**src/rtl/alu_pkg.sv**
```systemverilog
`default_nettype none
// +------------------------------------------------------------------+
// | alu_pkg                                                          |
// | Shared datapath width and FSM state encoding for serial_addsub.  |
// | Revision: 1.0                                                    |
// +------------------------------------------------------------------+
package alu_pkg;

  localparam int DATA_W = 128;

  typedef enum logic [1:0] {
    ST_IDLE = 2'd0,
    ST_RUN  = 2'd1,
    ST_DONE = 2'd2
  } state_t;

endpackage : alu_pkg
`default_nettype wire

```
**src/rtl/addsub_chunk.sv**
```systemverilog
`default_nettype none
// +------------------------------------------------------------------+
// | addsub_chunk                                                     |
// | One CHUNK_W-bit add/subtract slice with carry and MSB carry-in.  |
// | Revision: 1.0                                                    |
// +------------------------------------------------------------------+
module addsub_chunk #(
  parameter int CHUNK_W = 32
) (
  input  logic [CHUNK_W-1:0] a,
  input  logic [CHUNK_W-1:0] b,
  input  logic               mode,
  input  logic               cin,
  output logic [CHUNK_W-1:0] sum,
  output logic               cout,
  output logic               msb_cin
);

  logic [CHUNK_W-1:0] w_b_eff;
  logic [CHUNK_W:0]   w_full;

  assign w_b_eff = mode ? ~b : b;
  assign w_full  = {1'b0, a} + {1'b0, w_b_eff} + {{CHUNK_W{1'b0}}, cin};
  assign sum     = w_full[CHUNK_W-1:0];
  assign cout    = w_full[CHUNK_W];
  // Carry into the top bit recovered from its sum bit and operand bits.
  assign msb_cin = w_full[CHUNK_W-1] ^ a[CHUNK_W-1] ^ w_b_eff[CHUNK_W-1];

endmodule : addsub_chunk
`default_nettype wire

```
**src/rtl/serial_addsub_128.sv**
```systemverilog
`default_nettype none
// +------------------------------------------------------------------+
// | serial_addsub_128                                                |
// | 128-bit add/subtract computed one CHUNK_W slice per clock.       |
// | Revision: 1.0                                                    |
// +------------------------------------------------------------------+
module serial_addsub_128
  import alu_pkg::*;
#(
  parameter int CHUNK_W = 32
) (
  input  logic              clk,
  input  logic              rst_n,
  input  logic              start,
  input  logic              mode,
  input  logic [DATA_W-1:0] a,
  input  logic [DATA_W-1:0] b,
  output logic              busy,
  output logic              done,
  output logic [DATA_W-1:0] result,
  output logic              cout,
  output logic              ovf
);

  localparam int NCHUNK = DATA_W / CHUNK_W;
  localparam int CNT_W  = (NCHUNK > 1) ? $clog2(NCHUNK) : 1;
  localparam logic [CNT_W-1:0] LAST_CNT = CNT_W'(NCHUNK - 1);

  state_t             r_state;
  logic [DATA_W-1:0]  r_a;
  logic [DATA_W-1:0]  r_b;
  logic               r_mode;
  logic               r_carry;
  logic [CNT_W-1:0]   r_cnt;

  logic [CHUNK_W-1:0] w_sum;
  logic               w_cout;
  logic               w_msb_cin;

  // Operands shift right each slice so the adder always sees the low chunk.
  addsub_chunk #(
    .CHUNK_W (CHUNK_W)
  ) u_chunk (
    .a       (r_a[CHUNK_W-1:0]),
    .b       (r_b[CHUNK_W-1:0]),
    .mode    (r_mode),
    .cin     (r_carry),
    .sum     (w_sum),
    .cout    (w_cout),
    .msb_cin (w_msb_cin)
  );

  always_ff @(posedge clk or negedge rst_n) begin
    if (!rst_n) begin
      r_state <= ST_IDLE;
      r_a     <= '0;
      r_b     <= '0;
      r_mode  <= 1'b0;
      r_carry <= 1'b0;
      r_cnt   <= '0;
      busy    <= 1'b0;
      done    <= 1'b0;
      result  <= '0;
      cout    <= 1'b0;
      ovf     <= 1'b0;
    end else begin
      case (r_state)
        ST_IDLE: begin
          done <= 1'b0;
          if (start) begin
            r_a     <= a;
            r_b     <= b;
            r_mode  <= mode;
            r_carry <= mode;
            r_cnt   <= '0;
            busy    <= 1'b1;
            r_state <= ST_RUN;
          end
        end
        ST_RUN: begin
          // Result fills from the top; after NCHUNK shifts slice 0 sits at the LSB.
          result  <= {w_sum, result[DATA_W-1:CHUNK_W]};
          r_a     <= r_a >> CHUNK_W;
          r_b     <= r_b >> CHUNK_W;
          r_carry <= w_cout;
          if (r_cnt == LAST_CNT) begin
            busy    <= 1'b0;
            done    <= 1'b1;
            cout    <= w_cout;
            ovf     <= w_cout ^ w_msb_cin;
            r_state <= ST_DONE;
          end else begin
            r_cnt <= r_cnt + 1'b1;
          end
        end
        ST_DONE: begin
          done    <= 1'b0;
          r_state <= ST_IDLE;
        end
        default: begin
          busy    <= 1'b0;
          done    <= 1'b0;
          r_state <= ST_IDLE;
        end
      endcase
    end
  end

endmodule : serial_addsub_128
`default_nettype wire

```
**config.mk**
```make
export PLATFORM = sky130hd
export DESIGN_NAME = serial_addsub_128
export DESIGN_NICKNAME = d
export VERILOG_FILES = /design/src/rtl/alu_pkg.sv /design/src/rtl/addsub_chunk.sv /design/src/rtl/serial_addsub_128.sv
export SDC_FILE = /design/constraint.sdc
export NUM_CORES = 1
export LEC_CHECK = 0
export ABC_AREA = 1
export ABC_CLOCK_PERIOD_IN_PS = 6700
export BUFFER_PORTS_ARGS = -buffer_cell sky130_fd_sc_hd__buf_2
export CAP_MARGIN = 20
export CELL_PAD_IN_SITES_DETAIL_PLACEMENT = 1
export CELL_PAD_IN_SITES_GLOBAL_PLACEMENT = 1
export CORE_UTILIZATION = 44
export CTS_CLUSTER_SIZE = 28
export DETAILED_ROUTE_END_ITERATION = 10
export HOLD_SLACK_MARGIN = 0.06
export PLACE_DENSITY_LB_ADDON = 0.15
export SLEW_MARGIN = 40
export SYNTH_ARGS = -nofsm -noshare
export SYNTH_HDL_FRONTEND = slang
export SYNTH_SLANG_ARGS = --single-unit
```
**constraint.sdc**
```tcl
create_clock -name clk -period 6.7 [get_ports clk]
set_clock_uncertainty 0.1 [all_clocks]
set_input_delay 0.335 -clock clk [delete_from_list [all_inputs] [get_ports clk]]
set_output_delay 0.335 -clock clk [all_outputs]
set_load 0.1 [all_outputs]
```
==> metrics.yaml <==
finalCritPeriodShare_pct: 50.2
wire_per_inst_um: 23.1
portBuffers: 391
ys.flop_type: "dfrtp_1"
first_global_vias: 18500
vias: 17100
drtIter0Drc: 1292
synth_top_area_cell: "dfrtp_1"
ys_async_sr_fraction_pct: 100
cap_violations: 0
netlist_area_um2: 17300
antenna_found_initial: 15
arrival_ns: 3.67
drive_gt1_share_pct: 19.9
grt_max_degree: 165
worstReg2RegEnd: "result[114]$_DFFE_PN0P_"
grt_pass1_wl_um: 108000
slowest_stage: "dfrtp_1"
synth.most_common_cell: "nor2_1"
status: "finished, final reports clean"
fp.dieH_um: 200
synth_common_cells: "nor2_1, dfrtp_1, nand2_1, o22ai_1, o21ai_0"
max_freq_mhz: 297
cts_buffer_depth: 3
drtPass1Iterations: 5
critPathMaxStageDelay_ns: 0.62
synth_edf_count: 0
cts.repair.resized: 0
crit_type: "flop to flop"
path_max_fanout: 24
path_cells: "buf_4, xor2_1, ha_1, nand2_1, inv_1, a21boi_0, o21ai_1, a21o_1, nand2_1, nand3b_1, nand3_1, o21ai_0"
postSynthAreaPerCell_um2: 9.16
die_width_um: 200
rsz0062_at_grt: "false"
crit_required_ns: 7.00
yosys_warnings: 0
synth_cell_types: 45
grt_usage_pct: 34.9
dieArea_um2: 40200
cts_tree: "yes"
drc: 0
fin_setup_tns_ns: 0
io_pins: 392
r2r_slack_ns: 3.34
wirelength_um: 70500
gp_congestion: 0.970
fin_crit_ns: 3.36
post-synth-top-area-fraction_pct: 56.9
hold_viol: 0
min_path_type: "input port to async pin"
synthCells: 1892
grt_overflow: 0
timing.rr.start: "r_mode$_DFFE_PN0P_"
start_util_pct: 44.7
cts-htree-levels: 2
rows: 72
crit_path_start_kind: "flop"
setup_viol: 0
clk_latency_ns: 0.57
crit_path_frequent_cell: "nand2_1"
cts_buffers: 43
synth_nets: 2186
reg2reg_depth: 12
synth_seq_area_share_pct: 56.9
core_area_um2: 38700
clock_sinks: 394
drtAntennaViolNets: 0
crit_start: "r_mode$_DFFE_PN0P_"
dp_hpwl_um: 38800
cp-end-kind: "flop"
areaGrowthSynthToFinish_pct: 37.1
max_slew_margin_pct: 42.5
worstMarginPinSlew_ns: 0.862
slew_violations: 0
ys_ff_latch: 394
synthTopCellsByArea: "dfrtp_1, nor2_1, o22ai_1"
viasPerCell: 5.58
cts_root_buffer: "clkbuf_16"
fin_nets: 2786
clk_pin_slew_worst_paths_ns: 0.07
n_fill_cell: 4487
==> metal layers <==
layer | up-vias | share of wire [%] | GRT usage, %
li1 | 7540 | - | -
met1 | 8629 | 40 | 43.4
met2 | 693 | 50 | 60.0
met3 | 201 | 5.5 | 5.44
met4 | 0 | 4.6 | 16.2
met5 | - | 0 | 0
==> sequential cells by signal (all words and copies together) (netlist names), 2 cells and up <==
name / count
r_state: 2
r_b: 128
result: 128
r_a: 128
r_cnt: 2
==> worst max path at each step <==
stage,endpoint,slack [ns],cells past startpoint
after floorplan,result[110]$_DFFE_PN0P_,4.07,16
after global placement,r_a[17]$_DFFE_PN0P_,3.36,8
after detailed placement,result[114]$_DFFE_PN0P_,3.35,12
after CTS,result[114]$_DFFE_PN0P_,3.33,12
after global routing,result[114]$_DFFE_PN0P_,3.20,12
final,result[114]$_DFFE_PN0P_,3.34,12
==> kinds of logic after synthesis <==
family | count (synthesis) | share of synthesized area [%]
XOR/XNOR | 49 | 2.48
AND/OR/NAND/NOR | 780 | 17.8
AO/OA/AOI/OAI | 425 | 15.5
adder cells (fa/ha/maj) | 34 | 2.54
buffers and inverters | 210 | 4.77
flip-flops | 394 | 56.9
==> cell usage in the layout (no fill, tap or decap), types with 11 or more instances in the layout <==
| cell | Yosys | routed |
|---|---|---|
| ha_1 | 32 | 32 |
| a21oi_1 | 31 | 31 |
| o22ai_1 | 193 | 193 |
| clkbuf_1 | 52 | 11 |
| diode_2 | 0 | 15 |
| clkbuf_16 | 0 | 43 |
| nor2_1 | 425 | 425 |
| dfrtp_1 | 394 | 394 |
| nand2_1 | 294 | 294 |
| clkbuf_8 | 0 | 12 |
| xnor2_1 | 13 | 13 |
| dlygate4sd3_1 | 0 | 258 |
| buf_2 | 27 | 390 |
| nand3_1 | 27 | 27 |
| inv_1 | 94 | 94 |
| a22o_1 | 64 | 64 |
| xor2_1 | 36 | 36 |
| o21ai_0 | 105 | 105 |
==> stage by stage <==
stage | utilization [%] | cell area [um^2] | cells | setup slack [ns] | hold slack (ns)
global placement | 50.7 | 19600 | 2702 | 3.36 | 0.360
global route | 61.3 | 23700 | 3054 | 3.20 | 0.258
detailed placement | 50.8 | 19700 | 2703 | 3.35 | 0.211
finish | 61.3 | 23800 | 3056 | 3.34 | 0.222
floorplan | - | 17300 | 1892 | 4.07 | -0.0606
CTS | 60.9 | 23600 | 3037 | 3.33 | 0.211
==> layout make-up <==
type	count	area, um^2	area share, %
sequential	394	9860	41.5
multi-input combinational	1288	6650	28.0
timing repair buffer	664	4810	20.2
clock buffer	66	1280	5.40
tap	518	648	2.73
inverter	101	399	1.68
clock inverter	10	65.1	0.274
antenna	15	37.5	0.158
==> repair_timing <==
item | in CTS | in global routing
hold buffers | 258 | 0
setup buffers | 0 | 0
endpoints found under the hold margin | 350 | 0
==> critical path, delay by kind of cell (launching register included) <==
| kind | cells | cell delay, ns |
|---|---|---|
| and+or+nand+nor | 4 | 0.52 |
| AOI/OAI and AO/OA | 4 | 0.77 |
| adders and majority gates | 1 | 0.34 |
| buffers and inverters | 2 | 0.52 |
| DFF | 1 | 0.62 |
| xor gates and xnor gates | 1 | 0.31 |
Power is not shown: default switching activity piles up to over one toggle a cycle in this logic, so the estimate is an artifact.
